==> config.mk <==
export PLATFORM = sky130hd
export DESIGN_NAME = mcu_sequencer
export DESIGN_NICKNAME = d
export VERILOG_FILES = /design/src/rtl/sys_defs.sv /design/src/rtl/wait_timer.sv /design/src/rtl/mcu_sequencer.sv
export SDC_FILE = /design/constraint.sdc
export NUM_CORES = 1
export LEC_CHECK = 0
export CAP_MARGIN = 30
export CORE_AREA = 2 2 412 414
export DETAILED_ROUTE_END_ITERATION = 12
export DIE_AREA = 0 0 414 416
export PLACE_DENSITY = 0.46
export SYNTH_ARGS = -nofsm -noshare
export SYNTH_HDL_FRONTEND = slang
export SYNTH_SLANG_ARGS = --single-unit
export TNS_END_PERCENT = 20
==> constraint.sdc <==
create_clock -name clk -period 2.5 [get_ports clk]
set_input_delay 0.5 -clock clk [delete_from_list [all_inputs] [get_ports clk]]
set_output_delay 0.5 -clock clk [all_outputs]
set_load 0.02 [all_outputs]
==> src/rtl/sys_defs.sv <==
// Shared types for the MCU sequencer: channel tags, sequencer states and the 8x8 block payload.
package sys_defs;

  typedef enum logic [1:0] {
    CH_Y  = 2'd0,
    CH_CB = 2'd1,
    CH_CR = 2'd2
  } ch_e;

  typedef enum logic [2:0] {
    IDLE     = 3'd0,
    ISSUE_Y  = 3'd1,
    ISSUE_CB = 3'd2,
    ISSUE_CR = 3'd3,
    WAIT_BUF = 3'd4,
    HOLD     = 3'd5
  } state_e;

  // 8 rows x 8 columns x 8-bit samples
  typedef logic [7:0][7:0][7:0] block_t;

endpackage

==> src/rtl/wait_timer.sv <==
// Cycle counter for the WAIT_BUF abort window; expired marks the last permitted waiting cycle.
module wait_timer #(
  parameter int TIMEOUT = 1024
) (
  input  logic clk,
  input  logic rst_n,
  input  logic clear,
  input  logic enable,
  output logic expired
);

  localparam int W = (TIMEOUT > 1) ? $clog2(TIMEOUT) : 1;
  localparam logic [W-1:0] LAST = W'(TIMEOUT - 1);

  logic [W-1:0] count;

  always_ff @(posedge clk or negedge rst_n) begin
    if (!rst_n) begin
      count <= '0;
    end else if (clear) begin
      count <= '0;
    end else if (enable && !expired) begin
      count <= count + 1'b1;
    end
  end

  assign expired = enable && (count == LAST);

endmodule

==> src/rtl/mcu_sequencer.sv <==
// Steps Y/Cb/Cr blocks of each MCU into the supersample path, then waits for the
// channel buffer to assemble the MCU and hands it to the sink.
//
// state    | meaning
// ---------+---------------------------------------------------------
// IDLE     | no frame; waiting for start
// ISSUE_Y  | accepting the luma block of the current MCU
// ISSUE_CB | accepting the Cb block
// ISSUE_CR | accepting the Cr block
// WAIT_BUF | all three issued; waiting for buffer, bounded by TIMEOUT
// HOLD     | MCU presented to sink; upstream stalled until mcu_ready
module mcu_sequencer
  import sys_defs::*;
#(
  parameter int TIMEOUT = 1024,
  parameter int CNT_W   = 16
) (
  input  logic             clk,
  input  logic             rst_n,
  input  logic             start,
  input  logic [CNT_W-1:0] mcu_count,
  input  logic             in_valid,
  output logic             in_ready,
  input  logic [1:0]       in_ch,
  input  block_t           in_block,
  output logic             ss_valid,
  output logic [1:0]       ss_ch,
  output block_t           ss_block,
  input  logic             buf_valid,
  output logic             mcu_valid,
  input  logic             mcu_ready,
  output logic [CNT_W-1:0] mcu_idx,
  output logic             busy,
  output logic             frame_done,
  output logic             err_order,
  output logic             err_timeout
);

  state_e           state;
  ch_e              exp_ch;
  logic [CNT_W-1:0] remaining;
  logic             empty_done;
  logic             timer_expired;
  logic             accept;
  logic             last_mcu;

  wait_timer #(.TIMEOUT(TIMEOUT)) u_wait_timer (
    .clk     (clk),
    .rst_n   (rst_n),
    .clear   (state != WAIT_BUF),
    .enable  (state == WAIT_BUF),
    .expired (timer_expired)
  );

  always_comb begin
    exp_ch = CH_Y;
    case (state)
      ISSUE_CB: exp_ch = CH_CB;
      ISSUE_CR: exp_ch = CH_CR;
      default:  exp_ch = CH_Y;
    endcase
  end

  assign accept   = in_valid && in_ready;
  assign last_mcu = (remaining == CNT_W'(1));

  // The final hand-off is flagged in the same cycle the sink consumes the MCU.
  assign frame_done = empty_done || ((state == HOLD) && mcu_ready && last_mcu);

  always_ff @(posedge clk or negedge rst_n) begin
    if (!rst_n) begin
      state       <= IDLE;
      in_ready    <= 1'b0;
      ss_valid    <= 1'b0;
      ss_ch       <= 2'd0;
      ss_block    <= '0;
      mcu_valid   <= 1'b0;
      mcu_idx     <= '0;
      remaining   <= '0;
      busy        <= 1'b0;
      empty_done  <= 1'b0;
      err_order   <= 1'b0;
      err_timeout <= 1'b0;
    end else begin
      ss_valid   <= 1'b0;
      empty_done <= 1'b0;
      case (state)
        IDLE: begin
          if (start) begin
            if (mcu_count != '0) begin
              state       <= ISSUE_Y;
              in_ready    <= 1'b1;
              busy        <= 1'b1;
              remaining   <= mcu_count;
              mcu_idx     <= '0;
              err_order   <= 1'b0;
              err_timeout <= 1'b0;
            end else begin
              empty_done <= 1'b1;
            end
          end
        end
        ISSUE_Y, ISSUE_CB, ISSUE_CR: begin
          if (accept) begin
            if (in_ch == exp_ch) begin
              ss_valid <= 1'b1;
              ss_ch    <= in_ch;
              ss_block <= in_block;
              if (state == ISSUE_Y) begin
                state <= ISSUE_CB;
              end else if (state == ISSUE_CB) begin
                state <= ISSUE_CR;
              end else begin
                state    <= WAIT_BUF;
                in_ready <= 1'b0;
              end
            end else begin
              // misordered block is dropped; keep waiting for the expected tag
              err_order <= 1'b1;
            end
          end
        end
        WAIT_BUF: begin
          if (buf_valid) begin
            state     <= HOLD;
            mcu_valid <= 1'b1;
          end else if (timer_expired) begin
            state       <= IDLE;
            busy        <= 1'b0;
            err_timeout <= 1'b1;
          end
        end
        HOLD: begin
          if (mcu_ready) begin
            mcu_valid <= 1'b0;
            remaining <= remaining - 1'b1;
            if (last_mcu) begin
              state <= IDLE;
              busy  <= 1'b0;
            end else begin
              state    <= ISSUE_Y;
              in_ready <= 1'b1;
              mcu_idx  <= mcu_idx + 1'b1;
            end
          end
        end
        default: begin
          state     <= IDLE;
          in_ready  <= 1'b0;
          mcu_valid <= 1'b0;
          busy      <= 1'b0;
        end
      endcase
    end
  end

endmodule

# Word-level counts from Yosys, hierarchy flattened
# Index checks and enable logic that the tools add are counted.
[totals]
regBits = 566
inputBits = 536
out_inout_bits = 537
word_cells = 183
[classes]
add_sub_neg = 3
n_eq_ne = 23
n_mux = 54
bitwise_logic = 3
reduce_logical = 24
[ops]
columns = ["op", "count"]
rows = [
  ["two-way mux 16 bit", 7],
  ["case mux 16 bit (2 select lines)", 2],
  ["two-way mux 1 bit", 27],
  ["two-way mux 3 bit", 9],
  ["!= test 2 bit (second input constant)", 13],
  ["two-way mux 10 bit", 2],
  ["adder 16 x 1 -> 16 bit (second input constant)", 1],
  ["equality test 16 x 1 -> 1 bit (second input constant)", 1],
  ["nonzero test 16 bit", 1],
  ["subtractor 16 x 1 -> 16 bit (second input constant)", 1],
  ["AND reduction 5 bit", 3],
  ["case mux 3 bit (4 select lines)", 1],
  ["adder 10 x 1 -> 10 bit (second input constant)", 1],
  ["equality test 10 bit (second input constant)", 1],
  ["AND reduction 9 bit", 1],
  ["case mux 1 bit (4 select lines)", 2],
  ["nonzero test 2 bit", 4],
  ["AND reduction 7 bit", 1],
  ["equality test 3 x 2 -> 1 bit (second input constant)", 2],
  ["equality test 3 bit (second input constant)", 2],
  ["!= test 3 bit (second input constant)", 2],
  ["AND reduction 3 bit", 2],
  ["AND reduction 6 bit", 1],
  ["logical AND 1 bit", 5],
  ["other kinds (12)", 15],
]

# Longest topological paths before layout
[logic_depth]
word_depth = 6
depth_mapped = 8
ltp_nobuf = 7

# Cells and area by module
# From an unflattened synthesis, not the netlist that was laid out.
[hier_totals]
cells_unflattened = 1445
hier_area_um2 = 22303.9
[modules_own_cells]
columns = ["mod", "n_inst", "cells_each", "area_per_inst_um2", "seq_area_each_um2"]
rows = [
  ["mcu_sequencer", 1, 1389, 21749.6, 13913.3],
  ["wait_timer", 1, 56, 554.3, 250.2],
]

# Worst setup path before layout
# Ideal clock, no wire load.
[synth_timing]
path_kind = "register -> output"
from = "register remaining[6]"
to = "output port frame_done"
t_arrival_ps = 1590
required_ps = 2000
setup_slack_ps = 410
path_stages_with_launch = 6
n_path_buf = 1
path_cell_list = "dfrtp_1 -> nor4_4 -> nand4_1 -> buf_2 -> nor2_2 -> a21o_1"
[synth_between]
elab_chain_len = 3
[synth_rtl]
columns = ["item", "line", "source"]
rows = [
  ["start: declaration", "mcu_sequencer.sv:41", "logic [CNT_W-1:0] remaining;"],
  ["start signal: assignment", "mcu_sequencer.sv:94", "remaining <= mcu_count;"],
  ["start signal: assignment", "mcu_sequencer.sv:136", "remaining <= remaining - 1'b1;"],
  ["equality test 16 x 1 -> 1 bit", "mcu_sequencer.sv:65", "assign last_mcu = (remaining == CNT_W'(1));"],
  ["logical AND 1 bit", "mcu_sequencer.sv:68", "assign frame_done = empty_done || ((state == HOLD) && mcu_ready && last_mcu);"],
  ["logical OR 1 bit", "mcu_sequencer.sv:68", ""],
  ["end: declaration", "mcu_sequencer.sv:34", "output logic frame_done,"],
]
# No other way between the ends.

# Final worst setup path
[layout_timing]
from = "register remaining[5]"
to = "output port frame_done"
# Same word-level chain as after synthesis.

==> results.md <==
- Initial Utilization: 13.3%
- EDFF count, synth: 0
- Worst slew pin tran: 0.672 ns
- Worst slack at placement: -0.639 ns
- Crit Path Max Fanout: 2
- Via count: 17.2k
- Initial DRC Count: 800
- Clk_lat worst skew: 0.68 ns
- Sequential-to-total area share from yosys stat: 63.5%
- CTS Buf Count: 73
- Critical R2R Capture: ss_block[233]$_DFFE_PN0P_
- PortBufs: 1072
- Post-route total power: 51.4 mW
- Grt ovf: 0
- Yosys top cell area share: 63.5%
- Die area: 172000 um2
- Post-synth net total: 1986
- Setup crit end kind: output pin
- Wirelength per Cell: 22.2 um
- Critical Path AT: 2.15 ns
- Synth warn: 0
- Synthesized instance count: 1446
- # IOs: 1073
- Final cell count without fillers: 4921
- DRT Pass-1 Iters: 5
- Vias per cell: 3.51
- Min Tclk post-route: 2.65 ns
- Die height: 416 um
- Area delta synth->final: 74.9%
- CP required: 2.00 ns
- Final setup vio count: 1
- Vias in the first global route: 18.1k
- Placed wire-length estimate: 89100 um
- PnR worst setup slack: -0.145 ns
- Slew headroom: 55.0%
- Reg2Reg Setup Slack: 0.26 ns
- Period utilisation layout: 106%
- Power Density: 1320 nW/um2
- R2R Path Start: state[0]$_DFFE_PN0P_
- Status: finished, violations left
- Post-Syn Area: 22300 um2
- RSZ-0062 raised after global routing: yes
- Flops & latches, synth: 566
- Syn Area/Cell: 15.4 um2
- Min Hold Slack: 0.262 ns
- Reg clk slew, reported paths: 0.06 ns
- Detail Route Antenna Nets: 0
- Hold Path Class: in2async
- Worst setup path class: reg2out
- Share of cells above drive strength 1: 27.7%
- Initial antenna violation count: 51
- R2R depth: 7
- TritonCTS clock tree: done
- Clock Tree Root: clkbuf_16
- CTS H-tree lvls: 3
- Final hold vios: 0
- Max-capacitance violation count: 0
- DRC errors left: 0
- FMAX: 0.378 GHz
- Failing checks: setup timing
- Max-slew violation count: 0
- Area contributors post-synth: dfrtp_1 64%, mux2_2 24%, mux2_1 1.5%, buf_6 1.2%, nor2_1 0.69%
- Die X: 414 um
- Post-Route WL: 109000 um
- Num Clock Sinks: 566
- Row count: 151
- Largest net degree at the start of global routing: 72
- GRT Total Usage: 12.3%
- Crit start category: register
- Placed Instances: 4780
- Async set or reset register ratio after synthesis: 100%
- Final Net Count: 3182
- Pleak: 15.6 nW
- Max Clock Skew: 0.0433 ns
- GPL Wtd Cong: 0.840
- Yosys cell types: 61
- First-pass GRT wire length: 149000 um
- Clock buffer depth: 3
- Cell taking the most area after synthesis: dfrtp_1
- Final core occ: 23.2%
- Maximum vdd ir drop: 0.549 mV
- Core area: 168000 um2
- Most common flop cell mapped by yosys: dfrtp_1
## cell type report
cell class / instances / area [um2]
multi-input cells: 790 / 7550
clock inverters: 27 / 409
flip-flops and latches: 566 / 14200
diodes: 4 / 10.0
repair buffers: 1199 / 11900
clock buffers: 105 / 2120
fillers: 17900 / 129000
inverters: 12 / 45.0
well taps: 2218 / 2780
## registers in the layout, indices dropped and copies added (netlist names)
signal / count
ss_block: 512
mcu_idx: 16
remaining: 16
u_wait_timer.count: 10
state: 3
ss_ch: 2
busy: 1
empty_done: 1
err_order: 1
err_timeout: 1
in_ready: 1
mcu_valid: 1
ss_valid: 1
## repair_timing
| item | CTS | global route |
|---|---|---|
| resized for setup | 16 | 1 |
| buffers inserted | 2 | 2 |
| hold buffers | 1 | 0 |
| endpoints found under the setup margin | 6 | 2 |
| hold endpoints to repair | 16 | 0 |
| pin swaps | 4 | 2 |
## cells by family after synthesis
logic type	count (synthesis)	share of synthesized area (%)
AND/OR/NAND/NOR	157	3.81
multiplexers	520	26.2
flip-flops	566	63.5
XOR/XNOR	9	0.354
buffers and inverters	90	2.74
adder cells (fa/ha/maj)	4	0.225
AO/OA/AOI/OAI	100	3.11
## synthesized netlist by cell type, types with 2 or more instances
cell type  count
dfrtp_1      566
mux2_2       485
nor2_1        41
nand2_1       30
buf_2         29
mux2_1        29
buf_6         23
a21oi_1       17
buf_4         17
o21ai_0       15
o211ai_1      13
inv_1         12
nand3_1       12
nand4_1       12
nor3_1        10
and3_1         9
a22oi_1        8
nor4_1         8
o22ai_1        8
xor2_1         8
clkbuf_1       7
mux2i_1        6
or4_1          6
nand3b_1       5
o22a_1         5
a211oi_1       4
and4_1         4
ha_1           4
nand2b_1       4
o2bb2ai_1      4
o31ai_1        4
a31oi_1        3
and2_1         3
a41oi_1        2
and3b_1        2
buf_1          2
nor4_4         2
o2111ai_1      2
o21a_1         2
o311ai_0       2
## layout by cell type (no fill, tap or decap), types with 16 or more instances in the layout
cell type	instances
a21oi_1	17
clkdlybuf4s50_1	1059
clkbuf_1	16
nand2_1	30
dfrtp_1	566
mux2_1	29
nor2_1	41
mux2_2	485
clkbuf_16	74
buf_12	20
buf_4	111
## critical path: stages, from the launching register on
cell     delay, ns
dfrtp_1       0.41
nor4_4        0.34
nand4_1       0.24
nor2_2        0.16
a21o_1        0.19
buf_6         0.13
## routing by layer
metal	track usage [%]	wire length, um	vias to the layer above
met5	0	418	-
li1	-	-	7650
met2	20.7	53400	665
met3	5.31	9860	200
met4	5.25	4590	64
met1	13.5	41000	8670
## power by group
group	switching [mW]	internal [mW]
clock network	4.57	6.67
logic	12.0	12.0
registers	2.55	13.6
## worst max path at each step
stage / startpoint / endpoint / slack [ns] / depth (start not counted)
floorplan: remaining[6]$_DFFE_PN0P_ / frame_done / 0.41 / 5
global placement: in_ch[1] / ss_block[191]$_DFFE_PN0P_ / -0.63 / 8
detailed placement: in_ch[1] / ss_block[91]$_DFFE_PN0P_ / -0.64 / 8
CTS: remaining[5]$_DFFE_PN0P_ / frame_done / -0.27 / 5
global route: remaining[1]$_DFFE_PN0P_ / frame_done / -0.30 / 7
finish: remaining[5]$_DFFE_PN0P_ / frame_done / -0.15 / 5
## through the flow
step	area [um2]	setup TNS, ns
final	39000	-0.145
after global routing	39000	-0.297
after CTS	39000	-0.267
after detailed placement	36400	-264.55
after global placement	36400	-254.70
after floorplan	22300	0
(Power assumes the default switching activity.)
==> edit (config.mk and constraints unchanged) <==
Make the reset (`rst_n`) synchronous in 2 clocked blocks.
--- a/src/rtl/wait_timer.sv
+++ b/src/rtl/wait_timer.sv
@@ -15,5 +15,5 @@
   logic [W-1:0] count;
 
-  always_ff @(posedge clk or negedge rst_n) begin
+  always_ff @(posedge clk) begin
     if (!rst_n) begin
       count <= '0;
--- a/src/rtl/mcu_sequencer.sv
+++ b/src/rtl/mcu_sequencer.sv
@@ -68,5 +68,5 @@
   assign frame_done = empty_done || ((state == HOLD) && mcu_ready && last_mcu);
 
-  always_ff @(posedge clk or negedge rst_n) begin
+  always_ff @(posedge clk) begin
     if (!rst_n) begin
       state       <= IDLE;
Formal check against the unedited RTL: not equivalent (Yosys sat finds a counterexample within 4 cycles, from zero or initial values and one cycle with rst_n low; the reset may be asserted at any time).
==> edit against the unedited design <==
The flow still finishes with violations (setup timing); synthesized cell count rose by 81%; hold slack improved by 0.095 ns; maximum frequency rose by 3.9%; utilization fell by 1.0 points; wire length rose by 3.2%; sequential cell count did not move; final area fell by 4.3%; non-clock buffer count rose by 46; setup slack improved by 0.10 ns; cell count rose by 22%; area after synthesis fell by 8.3%; critical path type unchanged; largest cell class is now buffers; highest routed layer unchanged.
Power is not compared: it rests on default switching activity, and its combinational part moved more than twofold at a synthesized area within 25%.
==> edit: results (changes against the unedited design) <==
outcome=finished with violations; failing checks=setup timing; Async S/R FF share, synth=0% (-100 points); dpl hpwl=88200 um (-1.0%); Reg2Reg Launch Point=state[0]; syn nets=3158 (+59%); R2R Setup Slk=0.24 ns (-0.02 ns); Net Sw Frac=26.6%; commonest register cell after synthesis=dfxtp_1; final setup margin=-0.0449 ns (+0.100 ns); pre-CTS WS=-0.348 ns (+0.291 ns); routed via count=22354 (+30%); syn avg cell area=7.81 um^2 (-49%); GRT Total Usage=12.4% (+0.11 points); CP top delay family=simple AND/OR/NAND/NOR gates; Hold Path Cell Cnt=3; Routed WL per cell=18.7 um (-16%); R2R cell count=7 (unchanged); sequential fraction of the synthesis area=55.4% (-8.1 points); CP max FO=3 (+1); nets@finish=4282 (+35%); first-pass GRT wire length=156000 um (+4.3%); number of global-route vias before repair=21272 (+18%); Placed Cells=5880 (+23%); Layout Skew=0.0138 ns (-0.0294 ns); Num CTS Buffers=74 (+1.4%); Yosys warnings=0 (unchanged); Clk Latency, worst-skew pair=0.68 ns (about the same); placer congestion estimate=0.886 (+5.5%); hold crit path type=in -> reg; largest net degree at the start of global routing=77 (+6.9%); Worst EP arrival=2.04 ns (-0.11 ns); placed cell areas=0.0348 mm^2 (-4.5%); Final setup viols=1 (unchanged); Unique masters post-synth=60 (-1.6%); slowest stage cell, crit path=dfxtp_2; reg2reg end=in_ready; most instantiated cells after synthesis=nand2_1, dfxtp_1, a21oi_1; via/cell ratio=3.71 (+6.0%); IR drop worst, VDD=0.494 mV; top area cells in the synthesized netlist=dfxtp_1, nand2_1, a21oi_1; Fillers=18585 (+3.6%); drt first pass iters=5 (unchanged); worst-margin pin slew=0.542 ns (-0.130 ns); initial antenna violation count=29 (-43%); Longest Clk Path Bufs=3 (unchanged); 1st-iter DRT viols=1499 (+87%); crit-path max cell delay=0.33 ns (-0.08 ns); WHS=0.357 ns (+0.0950 ns); layout cells sized above 1=8.12% (-20 points)
edit: power groups by stage:
stage	Sequential (W)	Combinational, W	Clock, W
6_report	0.00950	0.00359	0.0109
2_1_floorplan	0.00987	0.00116	0
5_1_grt	0.00953	0.00385	0.0116
3_5_place_dp	0.00967	0.00356	0
4_1_cts	0.00948	0.00359	0.0113
3_3_place_gp	0.00967	0.00357	0
edit: repair_timing:
item | in CTS | in global routing
endpoints found under the hold margin | 0 | 0
setup buffers | 1 | 3
gates resized for setup | 14 | 6
setup endpoints to repair | 4 | 1
pin swaps | 0 | 1
edit: logic make-up after synthesis:
logic type	after synthesis	synth area share (%)
flops	566	55.4
mux	4	0.208
xor+xnor	6	0.257
fa+ha+maj	4	0.245
buf+inv	207	4.25
simple gates	1206	23.6
compound gates	625	16.0
edit: cell type report:
type                       instances  area [um^2]  share of cell area, %
timing repair buffer            1245        12400                   33.3
sequential                       566        11300                   30.4
multi-input combinational       1845         8310                   22.3
tap                             2218         2780                   7.44
clock buffer                     105         2120                   5.68
clock inverter                    24          303                  0.812
inverter                          10         45.0                  0.121
antenna                            6         15.0                 0.0402
edit: worst max path at each step:
stage,startpoint,end,slack (ns),cells after the start
floorplan,start,mcu_idx[11],0.35,7
global placement,in_ch[0],ss_ch[1],-0.36,9
detailed placement,mcu_count[13],remaining[13],-0.35,7
CTS,remaining[1],frame_done,-0.19,7
global route,remaining[1],frame_done,-0.18,7
finish,remaining[1],frame_done,-0.04,7
edit: per-stage QoR:
step           setup TNS, ns  utilization [%]
2_1_floorplan              0                -
3_3_place_gp          -80.23             20.7
3_5_place_dp          -86.73             20.7
4_1_cts               -0.195             22.1
5_1_grt               -0.180             22.2
6_report             -0.0449             22.2
edit: worst min-delay path, delay by kind of cell:
kind                   cells  cell delay [ns]
buffers and inverters      1             0.39
and+or+nand+nor            1             0.05
AOI/OAI and AO/OA          1             0.05
edit: metal layers:
metal / wire (um) / GRT usage [%] / part of all wire (%) / vias up
li1: - / - / - / 10859
met1: 47000 / 15.1 / 42 / 10539
met2: 53400 / 20.2 / 47 / 738
met3: 7970 / 3.81 / 7.1 / 186
met4: 4140 / 5.58 / 3.7 / 32
met5: 198 / 0 / 0.18 / -
